<file path="src/rtl/mem_arb_pkg.sv">
`default_nettype none
// +----------------------------------------------------------------------+
// | mem_arb_pkg                                                          |
// | Shared types and default widths for the ic/dc memory arbiter.        |
// | Rev 1.0 - initial release                                            |
// +----------------------------------------------------------------------+
package mem_arb_pkg;

    localparam int c_DEFAULT_ADDR_WIDTH   = 32;
    localparam int c_DEFAULT_DATA_WIDTH   = 32;
    localparam int c_DEFAULT_STARVE_LIMIT = 4;

    typedef enum logic [1:0] {
        IDLE = 2'd0,
        REQ  = 2'd1,
        WAIT = 2'd2,
        RESP = 2'd3
    } state_t;

    typedef enum logic {
        OWN_IC = 1'b0,
        OWN_DC = 1'b1
    } owner_t;

    // Counter width able to hold 0..limit inclusive.
    function automatic int cnt_width(input int limit);
        return (limit < 1) ? 1 : $clog2(limit + 1);
    endfunction

endpackage
`default_nettype wire

</file>
<file path="src/rtl/mem_arb_if.sv">
`default_nettype none
// +----------------------------------------------------------------------+
// | mem_arb_if                                                           |
// | Fetch, data and backing-memory buses of the memory arbiter.          |
// | Rev 1.0 - initial release                                            |
// +----------------------------------------------------------------------+
interface mem_arb_if
    import mem_arb_pkg::*;
#(
    parameter int ADDR_WIDTH = c_DEFAULT_ADDR_WIDTH,
    parameter int DATA_WIDTH = c_DEFAULT_DATA_WIDTH
);
    logic                  ic_req_valid;
    logic                  ic_req_ready;
    logic [ADDR_WIDTH-1:0] ic_req_addr;
    logic                  ic_resp_valid;
    logic [DATA_WIDTH-1:0] ic_resp_data;

    logic                  dc_req_valid;
    logic                  dc_req_ready;
    logic                  dc_req_we;
    logic [ADDR_WIDTH-1:0] dc_req_addr;
    logic [DATA_WIDTH-1:0] dc_req_wdata;
    logic                  dc_resp_valid;
    logic [DATA_WIDTH-1:0] dc_resp_data;

    logic                  mem_req_valid;
    logic                  mem_req_ready;
    logic                  mem_req_we;
    logic [ADDR_WIDTH-1:0] mem_req_addr;
    logic [DATA_WIDTH-1:0] mem_req_wdata;
    logic                  mem_resp_valid;
    logic [DATA_WIDTH-1:0] mem_resp_data;

    // Arbiter side.
    modport slave (
        input  ic_req_valid, ic_req_addr,
        output ic_req_ready, ic_resp_valid, ic_resp_data,
        input  dc_req_valid, dc_req_we, dc_req_addr, dc_req_wdata,
        output dc_req_ready, dc_resp_valid, dc_resp_data,
        output mem_req_valid, mem_req_we, mem_req_addr, mem_req_wdata,
        input  mem_req_ready, mem_resp_valid, mem_resp_data
    );

    // Requester and memory side.
    modport master (
        output ic_req_valid, ic_req_addr,
        input  ic_req_ready, ic_resp_valid, ic_resp_data,
        output dc_req_valid, dc_req_we, dc_req_addr, dc_req_wdata,
        input  dc_req_ready, dc_resp_valid, dc_resp_data,
        input  mem_req_valid, mem_req_we, mem_req_addr, mem_req_wdata,
        output mem_req_ready, mem_resp_valid, mem_resp_data
    );

endinterface
`default_nettype wire

</file>
<file path="src/rtl/mem_arb_select.sv">
`default_nettype none
// +----------------------------------------------------------------------+
// | mem_arb_select                                                       |
// | dc-priority grant selection with an ic starvation counter.           |
// | Rev 1.0 - initial release                                            |
// +----------------------------------------------------------------------+
module mem_arb_select
    import mem_arb_pkg::*;
#(
    parameter int STARVE_LIMIT = c_DEFAULT_STARVE_LIMIT
) (
    input  logic clk,
    input  logic reset,
    input  logic ic_valid,
    input  logic dc_valid,
    input  logic grant_en,
    output logic grant_ic,
    output logic grant_dc
);
    localparam int                 c_CNT_W = cnt_width(STARVE_LIMIT);
    localparam logic [c_CNT_W-1:0] c_LIMIT = c_CNT_W'(STARVE_LIMIT);
    localparam logic [c_CNT_W-1:0] c_ONE   = c_CNT_W'(1);

    logic [c_CNT_W-1:0] r_starve_cnt;
    logic               w_force_ic;

    always_comb begin
        w_force_ic = (r_starve_cnt == c_LIMIT);
        grant_ic   = grant_en && ic_valid && (!dc_valid || w_force_ic);
        grant_dc   = grant_en && dc_valid && !grant_ic;
    end

    // Counts dc wins that left a waiting ic behind; any other grant clears it.
    always_ff @(posedge clk) begin
        if (!reset) begin
            r_starve_cnt <= '0;
        end else if (grant_dc && ic_valid) begin
            if (!w_force_ic) begin
                r_starve_cnt <= r_starve_cnt + c_ONE;
            end
        end else if (grant_ic || grant_dc) begin
            r_starve_cnt <= '0;
        end
    end

endmodule
`default_nettype wire

</file>
<file path="src/rtl/mem_arbiter.sv">
`default_nettype none
// +----------------------------------------------------------------------+
// | mem_arbiter                                                          |
// | Shares one memory port between fetch (ic) and data (dc) requesters,  |
// | one transaction in flight. Optional macro MEM_ARB_PERF_CNT_EN adds   |
// | grant and wait-cycle performance counters.                           |
// | Rev 1.0 - initial release                                            |
// +----------------------------------------------------------------------+
module mem_arbiter
    import mem_arb_pkg::*;
#(
    parameter int ADDR_WIDTH   = c_DEFAULT_ADDR_WIDTH,
    parameter int DATA_WIDTH   = c_DEFAULT_DATA_WIDTH,
    parameter int STARVE_LIMIT = c_DEFAULT_STARVE_LIMIT
) (
    input  logic        clk,
    input  logic        reset,
    mem_arb_if.slave    bus
`ifdef MEM_ARB_PERF_CNT_EN
    ,
    output logic [31:0] perf_ic_grants,
    output logic [31:0] perf_dc_grants,
    output logic [31:0] perf_wait_cycles
`endif
);
    state_t                r_state;
    state_t                w_next_state;
    owner_t                r_owner;
    logic                  r_we;
    logic [ADDR_WIDTH-1:0] r_addr;
    logic [DATA_WIDTH-1:0] r_wdata;
    logic [DATA_WIDTH-1:0] r_ic_resp_data;
    logic [DATA_WIDTH-1:0] r_dc_resp_data;

    logic w_grant_en;
    logic w_grant_ic;
    logic w_grant_dc;
    logic w_resp_capture;

    // No grants while reset is held, so every output stays quiet.
    assign w_grant_en     = reset && (r_state == IDLE);
    assign w_resp_capture = (r_state == WAIT) && bus.mem_resp_valid;

    mem_arb_select #(
        .STARVE_LIMIT (STARVE_LIMIT)
    ) u_select (
        .clk      (clk),
        .reset    (reset),
        .ic_valid (bus.ic_req_valid),
        .dc_valid (bus.dc_req_valid),
        .grant_en (w_grant_en),
        .grant_ic (w_grant_ic),
        .grant_dc (w_grant_dc)
    );

    always_ff @(posedge clk) begin
        if (!reset) begin
            r_state <= IDLE;
        end else begin
            r_state <= w_next_state;
        end
    end

    always_comb begin
        w_next_state      = r_state;
        bus.ic_req_ready  = w_grant_ic;
        bus.dc_req_ready  = w_grant_dc;
        bus.mem_req_valid = 1'b0;
        bus.mem_req_we    = r_we;
        bus.mem_req_addr  = r_addr;
        bus.mem_req_wdata = r_wdata;
        bus.ic_resp_valid = 1'b0;
        bus.dc_resp_valid = 1'b0;
        bus.ic_resp_data  = r_ic_resp_data;
        bus.dc_resp_data  = r_dc_resp_data;
        case (r_state)
            IDLE: begin
                if (w_grant_ic || w_grant_dc) begin
                    w_next_state = REQ;
                end
            end
            REQ: begin
                bus.mem_req_valid = 1'b1;
                if (bus.mem_req_ready) begin
                    w_next_state = WAIT;
                end
            end
            WAIT: begin
                if (bus.mem_resp_valid) begin
                    w_next_state = RESP;
                end
            end
            RESP: begin
                bus.ic_resp_valid = (r_owner == OWN_IC);
                bus.dc_resp_valid = (r_owner == OWN_DC);
                w_next_state      = IDLE;
            end
            default: begin
                w_next_state = IDLE;
            end
        endcase
    end

    // Request payload is captured at grant; response data is kept per
    // requester so each side's data holds between its own pulses.
    always_ff @(posedge clk) begin
        if (!reset) begin
            r_owner        <= OWN_DC;
            r_we           <= 1'b0;
            r_addr         <= '0;
            r_wdata        <= '0;
            r_ic_resp_data <= '0;
            r_dc_resp_data <= '0;
        end else begin
            if (w_grant_ic) begin
                r_owner <= OWN_IC;
                r_we    <= 1'b0;
                r_addr  <= bus.ic_req_addr;
                r_wdata <= '0;
            end else if (w_grant_dc) begin
                r_owner <= OWN_DC;
                r_we    <= bus.dc_req_we;
                r_addr  <= bus.dc_req_addr;
                r_wdata <= bus.dc_req_wdata;
            end
            if (w_resp_capture) begin
                if (r_owner == OWN_IC) begin
                    r_ic_resp_data <= bus.mem_resp_data;
                end else begin
                    r_dc_resp_data <= bus.mem_resp_data;
                end
            end
        end
    end

`ifdef MEM_ARB_PERF_CNT_EN
    logic [31:0] r_perf_ic;
    logic [31:0] r_perf_dc;
    logic [31:0] r_perf_wait;

    always_ff @(posedge clk) begin
        if (!reset) begin
            r_perf_ic   <= '0;
            r_perf_dc   <= '0;
            r_perf_wait <= '0;
        end else begin
            if (w_grant_ic) begin
                r_perf_ic <= r_perf_ic + 32'd1;
            end
            if (w_grant_dc) begin
                r_perf_dc <= r_perf_dc + 32'd1;
            end
            if ((r_state == REQ) || (r_state == WAIT)) begin
                r_perf_wait <= r_perf_wait + 32'd1;
            end
        end
    end

    assign perf_ic_grants   = r_perf_ic;
    assign perf_dc_grants   = r_perf_dc;
    assign perf_wait_cycles = r_perf_wait;
`endif

endmodule
`default_nettype wire

</file>
<file path="src/flat_wrapper.sv">
// flat-port wrapper written by rule: the top's interface ports become plain ports
module mem_arbiter_flat import mem_arb_pkg::*;
#(
    parameter int ADDR_WIDTH   = c_DEFAULT_ADDR_WIDTH,
    parameter int DATA_WIDTH   = c_DEFAULT_DATA_WIDTH,
    parameter int STARVE_LIMIT = c_DEFAULT_STARVE_LIMIT
)
  (clk, reset, bus_ic_req_valid, bus_ic_req_addr, bus_ic_req_ready, bus_ic_resp_valid, bus_ic_resp_data, bus_dc_req_valid, bus_dc_req_we, bus_dc_req_addr, bus_dc_req_wdata, bus_dc_req_ready, bus_dc_resp_valid, bus_dc_resp_data, bus_mem_req_valid, bus_mem_req_we, bus_mem_req_addr, bus_mem_req_wdata, bus_mem_req_ready, bus_mem_resp_valid, bus_mem_resp_data);
  mem_arb_if #(.ADDR_WIDTH(ADDR_WIDTH), .DATA_WIDTH(DATA_WIDTH)) bus_i ();
  input  logic clk;
  input  logic reset;
  input wire logic [$bits(bus_i.ic_req_valid)-1:0] bus_ic_req_valid;
  input wire logic [$bits(bus_i.ic_req_addr)-1:0] bus_ic_req_addr;
  output wire logic [$bits(bus_i.ic_req_ready)-1:0] bus_ic_req_ready;
  output wire logic [$bits(bus_i.ic_resp_valid)-1:0] bus_ic_resp_valid;
  output wire logic [$bits(bus_i.ic_resp_data)-1:0] bus_ic_resp_data;
  input wire logic [$bits(bus_i.dc_req_valid)-1:0] bus_dc_req_valid;
  input wire logic [$bits(bus_i.dc_req_we)-1:0] bus_dc_req_we;
  input wire logic [$bits(bus_i.dc_req_addr)-1:0] bus_dc_req_addr;
  input wire logic [$bits(bus_i.dc_req_wdata)-1:0] bus_dc_req_wdata;
  output wire logic [$bits(bus_i.dc_req_ready)-1:0] bus_dc_req_ready;
  output wire logic [$bits(bus_i.dc_resp_valid)-1:0] bus_dc_resp_valid;
  output wire logic [$bits(bus_i.dc_resp_data)-1:0] bus_dc_resp_data;
  output wire logic [$bits(bus_i.mem_req_valid)-1:0] bus_mem_req_valid;
  output wire logic [$bits(bus_i.mem_req_we)-1:0] bus_mem_req_we;
  output wire logic [$bits(bus_i.mem_req_addr)-1:0] bus_mem_req_addr;
  output wire logic [$bits(bus_i.mem_req_wdata)-1:0] bus_mem_req_wdata;
  input wire logic [$bits(bus_i.mem_req_ready)-1:0] bus_mem_req_ready;
  input wire logic [$bits(bus_i.mem_resp_valid)-1:0] bus_mem_resp_valid;
  input wire logic [$bits(bus_i.mem_resp_data)-1:0] bus_mem_resp_data;
  assign bus_i.ic_req_valid = bus_ic_req_valid;
  assign bus_i.ic_req_addr = bus_ic_req_addr;
  assign bus_ic_req_ready = bus_i.ic_req_ready;
  assign bus_ic_resp_valid = bus_i.ic_resp_valid;
  assign bus_ic_resp_data = bus_i.ic_resp_data;
  assign bus_i.dc_req_valid = bus_dc_req_valid;
  assign bus_i.dc_req_we = bus_dc_req_we;
  assign bus_i.dc_req_addr = bus_dc_req_addr;
  assign bus_i.dc_req_wdata = bus_dc_req_wdata;
  assign bus_dc_req_ready = bus_i.dc_req_ready;
  assign bus_dc_resp_valid = bus_i.dc_resp_valid;
  assign bus_dc_resp_data = bus_i.dc_resp_data;
  assign bus_mem_req_valid = bus_i.mem_req_valid;
  assign bus_mem_req_we = bus_i.mem_req_we;
  assign bus_mem_req_addr = bus_i.mem_req_addr;
  assign bus_mem_req_wdata = bus_i.mem_req_wdata;
  assign bus_i.mem_req_ready = bus_mem_req_ready;
  assign bus_i.mem_resp_valid = bus_mem_resp_valid;
  assign bus_i.mem_resp_data = bus_mem_resp_data;
  mem_arbiter #(.ADDR_WIDTH(ADDR_WIDTH), .DATA_WIDTH(DATA_WIDTH), .STARVE_LIMIT(STARVE_LIMIT)) u_core (.clk(clk), .reset(reset), .bus(bus_i));
endmodule
</file>
<file path="config.mk">
export PLATFORM = sky130hd
export DESIGN_NAME = mem_arbiter_flat
export DESIGN_NICKNAME = d
export VERILOG_FILES = /design/src/rtl/mem_arb_pkg.sv /design/src/rtl/mem_arb_if.sv /design/src/rtl/mem_arb_select.sv /design/src/rtl/mem_arbiter.sv /design/src/flat_wrapper.sv
export SDC_FILE = /design/constraint.sdc
export NUM_CORES = 1
export LEC_CHECK = 0
export ABC_CLOCK_PERIOD_IN_PS = 3810
export CAP_MARGIN = 20
export CELL_PAD_IN_SITES_DETAIL_PLACEMENT = 0
export CELL_PAD_IN_SITES_GLOBAL_PLACEMENT = 2
export CORE_AREA = 2 2 155 157
export CTS_CLUSTER_SIZE = 20
export DETAILED_ROUTE_END_ITERATION = 10
export DIE_AREA = 0 0 157 159
export GPL_ROUTABILITY_DRIVEN = 1
export PLACE_DENSITY_LB_ADDON = 0.3
export SLEW_MARGIN = 20
export SYNTH_ARGS = -nofsm -noshare
export SYNTH_HDL_FRONTEND = slang
export SYNTH_HIERARCHICAL = 1
export SYNTH_SLANG_ARGS = --single-unit
export TNS_END_PERCENT = 10
</file>
<file path="constraint.sdc">
create_clock -name clk -period 3.81 [get_ports clk]
set_clock_uncertainty 0.1 [all_clocks]
set_input_delay 0.762 -clock clk [delete_from_list [all_inputs] [get_ports clk]]
set_output_delay 0.762 -clock clk [all_outputs]
set_load 0.02 [all_outputs]
</file>
# Yosys cells after proc, flatten, opt, wreduce, memory -nomap -nowiden
# Index checks and enable logic that the tools add are counted.
# word_totals
in_bits,135
out_inout_bits,134
ff_bits,135
# op_classes
n_reduce_logical,19
n_mux,14
bitwise,2
eq_ne,8
addsub,1
# ops
cell,count
$mux 32,2
$mux 3,3
$ne 2x2->1 const B,4
$pmux 2 s4,1
$logic_and 1x1->1,7
$mux 2,3
$reduce_and 2->1,3
$mux 1,5
$eq 2x2->1 const B,2
$reduce_bool 2->1,2
$add 3x1->3 const B,1
$eq 3x3->1 const B,1
$reduce_and 3->1,1
$eq 2x1->1 const B,1
$logic_not 1->1,2
$logic_not 2->1,1
$logic_or 1x1->1,2
$not 1->1,2
$reduce_or 2->1,1

# Longest topological paths before layout
# depth
ltp_word,9
ltp_mapped,11

# Hierarchy
# Netlist, hierarchy kept.
# modules_own_cells
module,area_per_inst_um2,seq_area_each_um2,cells_each,n_inst
mem_arbiter,5325.1,2642.5,587,1
mem_arb_select,191.4,60.1,25,1

# Worst setup path before layout
# No wires, ideal clock.
# synth_path
path_type,input to register
from,in reset
to,reg u_core.r_state[0]
setup_time_ns,0.115
cell_stages,11
slack_ns,0.738
required_ns,3.595
n_path_buf,4
t_arrival_ns,2.858
cell_sequence,buf_2 -> clkbuf_1 -> and2_1 -> nand2_1 -> nor2_1 -> nor2_1 -> buf_4 -> buf_6 -> nor3b_2 -> nor3_2 -> o21a_1
# synth_via
elab_chain_cells,8
word_cells_on_any_way,9
cone_classes,1 x eq/ne; 8 x reduce/logical
# synth_rtl
element,line_no,rtl
"start, declared",flat_wrapper.sv:11,input logic reset;
$logic_and 1x1->1,mem_arbiter.sv:41,assign w_grant_en = reset && (r_state == IDLE);
named net u_core.w_grant_en,mem_arbiter.sv:35,logic w_grant_en;
$logic_and 1x1->1 (2 in series),mem_arb_select.sv:29,grant_ic = grant_en && ic_valid && (!dc_valid || w_force_ic);
named net bus_ic_req_ready,flat_wrapper.sv:14,output wire logic [$bits(bus_i.ic_req_ready)-1:0] bus_ic_req_ready;
$logic_not 1->1,mem_arb_select.sv:30,grant_dc = grant_en && dc_valid && !grant_ic;
$logic_and 1x1->1,mem_arb_select.sv:30,
named net bus_dc_req_ready,flat_wrapper.sv:21,output wire logic [$bits(bus_i.dc_req_ready)-1:0] bus_dc_req_ready;
$logic_or 1x1->1,mem_arbiter.sv:78,if (w_grant_ic || w_grant_dc) begin
$ne 2x2->1 (no source line),-,
$reduce_and 3->1 (no source line),-,
"end signal, assigned",mem_arbiter.sv:60,r_state <= w_next_state;
"end, declared",mem_arbiter.sv:26,state_t r_state;
# The timed path passes the listed nets, and every way through them passes these cells.
# A chain may end at the register's enable or synchronous reset.

# Worst setup path after layout
# layout_path
from,in bus_dc_req_valid
to,out bus_dc_req_ready
# layout_via
elab_chain_cells,5
word_cells_on_any_way,6
cone_classes,6 x reduce/logical
# layout_rtl
element,line_no,rtl
"start, declared",flat_wrapper.sv:17,input wire logic [$bits(bus_i.dc_req_valid)-1:0] bus_dc_req_valid;
$logic_not 1->1,mem_arb_select.sv:29,
$logic_or 1x1->1,mem_arb_select.sv:29,
$logic_and 1x1->1,mem_arb_select.sv:29,
$logic_not 1->1,mem_arb_select.sv:30,
$logic_and 1x1->1 (*),mem_arb_select.sv:30,
"end, declared",flat_wrapper.sv:21,
# Mark *: on every way between the ends. The rest lies on a longest branch, timed or not.

==> flow_metrics.env <==
export IMPL_rr_endpoint="u_core/bus.mem_req_wdata[5]"
export IMPL_period_needed_ns=3.26
export IMPL_cts_htree_levels=4
export IMPL_post_cts_setup_buffers=0
export IMPL_max_slew_margin=0.549
export IMPL_nets=1006
export IMPL_synthFlopType="dfxtp_1"
export IMPL_cp_end_kind="output port"
export IMPL_met3_usage=0.0484
export IMPL_dieArea_um2=25000
export IMPL_syn_mean_instance_area_um2=9.01
export IMPL_synthCells=612
export IMPL_design_core_area_um2=23200
export IMPL_grt_max_degree=74
export IMPL_cpLargestDelayFamily="buffers and inverters"
export IMPL_total_power_mw=4.43
export IMPL_postRouteAntennaNets=0
export IMPL_vias=4900
export IMPL_max_freq_mhz=306
export IMPL_yosysSeqAreaShare=0.490
export IMPL_synth_top_cell_by_area="dfxtp_1"
export IMPL_final_common_cell="clkdlybuf4s50_1"
export IMPL_syn2layout_area_growth_pct=63.1
export IMPL_syn_cell_area_um2=5520
export IMPL_leakagePower_nw=3.13
export IMPL_timing_max_transition_violations_final=0
export IMPL_gp_congestion=0.726
export IMPL_hold_path_class="reg2reg"
export IMPL_layout_common_cells="267 x clkdlybuf4s50_1, 166 x nand2_1, 135 x dfxtp_1"
export IMPL_worst_path_buf_inv=2
export IMPL_viasPerCell=4.09
export IMPL_cts_clk_slew_worst_paths_ns=0.06
export IMPL_synth_top_area_share=0.490
export IMPL_die_y_um=159
export IMPL_grtUsageMet1=0.173
export IMPL_grt_busiest_layer="met2"
export IMPL_synth_nets=753
export IMPL_drv_cap=0
export IMPL_async_flop_share=0
export IMPL_drt_first_pass_iters=4
export IMPL_rows=56
export IMPL_fillers=2399
export IMPL_peakVddDrop_uv=416
export IMPL_rsz0062_at_grt="no"
export IMPL_cts_resized=0
export IMPL_rrSetupSlack_ns=1.35
export IMPL_timing_rr_start="u_core/r_state[0]"
export IMPL_n_antenna_cell=0
export IMPL_dp_hpwl_um=12100
export IMPL_worstRegToRegCells=9
export IMPL_grtUsageTotal=0.138
export IMPL_finalCritPeriodShare=0.857
export IMPL_start_util=0.238
export IMPL_grt_overflow=0
export IMPL_io_pins=269
export IMPL_drive_above_1_share=0.0524
export IMPL_clkLatencyLatePin_ns=0.41
export IMPL_grt_pass1_wl_um=26700
export IMPL_setup_tns_ns=0
export IMPL_die_x_um=157
export IMPL_power_density_nw_per_um2=492
export IMPL_cts_buffer_depth=2
export IMPL_cp_cell_sequence="clkdlybuf4s50_1, a21boi_2, nor2_4, nor2_4, clkdlybuf4s50_1"
export IMPL_critPathKind="in2out"
export IMPL_cts_made_buffers=17
export IMPL_status="finished clean"
export IMPL_synth_area_leaders="dfxtp_1 49%, mux2i_1 12%, nand2_1 11%, a21boi_0 5.3%, and2_1 3.9%"
export IMPL_startpoint_type="input pin"
export IMPL_routedWlPerCell_um=14.7
export IMPL_final_hold_violation_count=0
export IMPL_required_ns=2.95
export IMPL_drc=0
export IMPL_setup_viol=0
export IMPL_ys_ff_latch=135
export IMPL_first_global_vias=4682
export IMPL_slowest_delay_ns=0.62
export IMPL_min_delay_start="u_core/bus.dc_resp_data[9]"
export IMPL_clock_sinks=135
export IMPL_synth_cell_types=28
export IMPL_initialDrtViolationCount=204
export IMPL_slowest_stage="clkdlybuf4s50_1"
export IMPL_cts_tree="done"
export IMPL_hold_depth=2
export IMPL_io_buffers=268
export IMPL_cp_max_fo=4
export IMPL_arrival_ns=2.40
export IMPL_worst_slew_pin_slew_ns=0.676
export IMPL_routed_wl_um=17600
export IMPL_ys_warn_count=6
export IMPL_worst_hold_slack_ns=0.348
export IMPL_grt_util_met2=0.220
export IMPL_synth_edf_count=0
export IMPL_holdPathEnd="u_core/bus.dc_resp_data[9]"
export IMPL_hold_buffers=0
export IMPL_antenna_found_initial=0
export IMPL_clockRootBuffer="clkbuf_16"
==> metal layers <==
metal / wire length [um] / vias to the layer above
met2: 8080 / 146
met5: 0 / -
met1: 8010 / 2222
met4: 288 / 0
met3: 1180 / 18
li1: - / 2514
==> how the worst max path moves through the flow <==
stage                          start                end  slack (ns)  cells after the start
detailed placement  bus_dc_req_valid   bus_dc_req_ready        0.55                      5
finish              bus_dc_req_valid   bus_dc_req_ready        0.55                      5
global placement    bus_dc_req_valid   bus_dc_req_ready        0.57                      5
floorplan                      reset  u_core/r_state[0]        0.74                     11
global route        bus_dc_req_valid   bus_dc_req_ready        0.46                      5
CTS                 bus_dc_req_valid   bus_dc_req_ready        0.53                      5
==> state kept, by name, indices dropped and copies added (netlist names) <==
name / cells
u_core/bus.ic_resp_data: 32
u_core/bus.mem_req_we: 1
u_core/bus.mem_req_addr: 32
u_core/bus.mem_req_wdata: 32
u_core/r_state: 2
u_core/u_select/r_starve_cnt: 3
u_core/r_owner: 1
u_core/bus.dc_resp_data: 32
==> cell type report <==
class,count,area (um2),share of cell area
clock buffers,19,433,0.0481
flip-flops and latches,135,2700,0.300
well taps,319,399,0.0444
repair buffers,278,2770,0.307
multi-input cells,429,2530,0.282
clock inverters,13,146,0.0163
inverters,4,15.0,0.00167
==> Yosys cell counts, types with 3 or more instances <==
cell type / instances
mux2i_1: 66
ha_1: 6
o21ai_0: 33
a21boi_0: 39
nand3_1: 3
dfxtp_1: 135
clkbuf_1: 14
nor2b_1: 3
nor2_1: 37
nand2_1: 166
and2_1: 34
buf_2: 13
buf_6: 9
buf_4: 8
inv_1: 4
a21boi_1: 27
==> cell families (layout without fill, tap and decap cells) <==
kind of cell,Yosys count,count (layout),synth area share
multiplexers,66,66,0.120
buffers and inverters,48,314,0.0533
AO/OA/AOI/OAI,105,105,0.127
adder cells (fa/ha/maj),6,6,0.0136
flip-flops,135,135,0.490
AND/OR/NAND/NOR,252,252,0.196
==> metrics by stage <==
stage                      util  cells  area, um2  worst slack [ns]
final                     0.388   1197       9000             0.546
after global routing      0.388   1197       9000             0.463
after CTS                 0.388   1197       9000             0.534
after detailed placement  0.363   1165       8420             0.545
after global placement    0.363   1165       8420             0.570
after floorplan               -    612       5520             0.738
==> worst register-to-register path, cell delays in order (launching register included) <==
cell,delay [ns]
dfxtp_1,0.34
inv_1,0.09
ha_1,0.22
and2_1,0.25
nand2_1,0.12
nor2_4,0.15
buf_4,0.42
nand2b_1,0.20
buf_4,0.34
nor2_1,0.12
==> where the power goes <==
part | switching, mW | leakage [nW] | internal, mW
Sequential | 0.0742 | 1.09 | 1.55
Clock | 0.670 | 0.267 | 0.971
Combinational | 0.578 | 1.77 | 0.584
No activity file was read; power rests on OpenSTA's default activity.
==> variant: new RTL, same settings <==
`c_DEFAULT_ADDR_WIDTH`: 32 -> 28.
--- a/src/rtl/mem_arb_pkg.sv
+++ b/src/rtl/mem_arb_pkg.sv
@@ -8,3 +8,3 @@
 
-    localparam int c_DEFAULT_ADDR_WIDTH   = 32;
+    localparam int c_DEFAULT_ADDR_WIDTH   = 28;
     localparam int c_DEFAULT_DATA_WIDTH   = 32;
Ports: changed (resized bus_dc_req_addr, bus_ic_req_addr and bus_mem_req_addr); port bits go from 269 to 257. No check against the original RTL was run, so the function may have changed too.
==> variant against the original RTL <==
  * Final area decreased by 3.5%
  * Power decreased by 2.3%
  * Sequential cell count decreased by 4
  * Wire length decreased by 1.6%
  * Setup slack improved by 15 ps
  * Area after synthesis decreased by 3.8%
  * Combinational power decreased by 5%
  * Critical path type unchanged
  * Via count decreased by 2.5%
  * Fmax increased by 0.47%
==> variant: results <==
metrics = {
    "placement": {
        "hpwl_um": 12100,
        "placed_area_um2": 8090,
        "dp_cells": 1132,
        "place_ws_ps": 373,
        "globalplace.congestion": 0.744,
        "port_buffers": 256,
    },
    "clocking": {
        "cts_buffer_depth": 2,
        "htree_levels": 4,
        "clk_latency_ps": 410,
    },
    "grt": {
        "overflow": 0,
        "grt_usage": 0.138,
        "grt_max_degree": 102,
        "grt_pass1_wl_um": 26700,
    },
    "pwr": {
        "ir_worst_vdd_v": 0.000230,
        "power_switching_share": 0.297,
        "leakagePower_nw": 3.04,
    },
    "worst_setup_path": {
        "crit_start": "bus_dc_req_valid",
        "reg2reg_slack_ps": 960,
        "reg2reg_depth": 10,
        "r2r-end": "u_core/bus.mem_req_addr[26]",
    },
    "synth": {
        "seq_area_frac_synth": 0.494,
        "synthMuxAreaShare": 0.117,
        "synthTopCellsByCount": "162 x nand2_1, 131 x dfxtp_1, 62 x a21boi_1, 62 x mux2i_1, 37 x nor2_1",
        "synthTopCellsByArea": "dfxtp_1 49%, mux2i_1 12%, nand2_1 11%",
        "synthAdderAreaFrac": 0.0141,
        "ys_types": 28,
        "async_reset_ff_frac": 0,
        "synth-compound-area-share": 0.129,
        "syn_nets": 722,
        "avgSynthCellArea_um2": 9.01,
    },
    "cells_and_area": {
        "drive_above_1_share": 0.0544,
        "layout.nets": 965,
        "num_antenna_cells": 0,
    },
    "detailed_routing": {
        "firstDrtPassIters": 4,
        "drt-initial-drc-count": 249,
        "via_count": 4776,
        "viasPerCell": 4.10,
        "drt-total-wl_um": 17300,
    },
    "run_status": {
        "outcome": "finished, final reports clean",
    },
    "worst_hold_path": {
        "min_path_cells": 2,
        "min_from": "u_core/bus.dc_resp_data[5]",
        "holdPathEnd": "u_core/bus.dc_resp_data[5]",
        "hold_class": "reg -> reg",
    },
    "sta": {
        "whs_ps": 352,
        "relSlewSlack": 0.256,
        "max_freq_mhz": 308,
    },
}
variant: cell type report:
type                            count  area (um^2)
Fill cell                        2325        14500
Timing Repair Buffer              265         2630
Sequential cell                   131         2620
Multi-Input combinational cell    413         2430
Clock buffer                       18          439
Tap cell                          319          399
Clock inverter                     14          153
Inverter                            4         15.0
variant: power by group through the flow:
stage / clock, mW / combinational [mW] / sequential (mW)
floorplan: 0 / 0.483 / 1.75
global placement: 0 / 1.10 / 1.60
detailed placement: 0 / 1.12 / 1.61
CTS: 1.71 / 1.12 / 1.58
global route: 1.77 / 1.20 / 1.59
finish: 1.65 / 1.10 / 1.58
variant: critical path: stages:
cell and delay, ps:
clkdlybuf4s50_1 510, a21boi_2 280, nor2_4 90, nor2_4 120, clkdlybuf4s50_1 630
variant: layer usage:
layer / vias up / routed length, um / track usage
li1: 2420 / - / -
met1: 2215 / 7340 / 0.164
met2: 133 / 8850 / 0.242
met3: 8 / 931 / 0.0359
met4: 0 / 155 / 0.0388
met5: - / 0 / 0
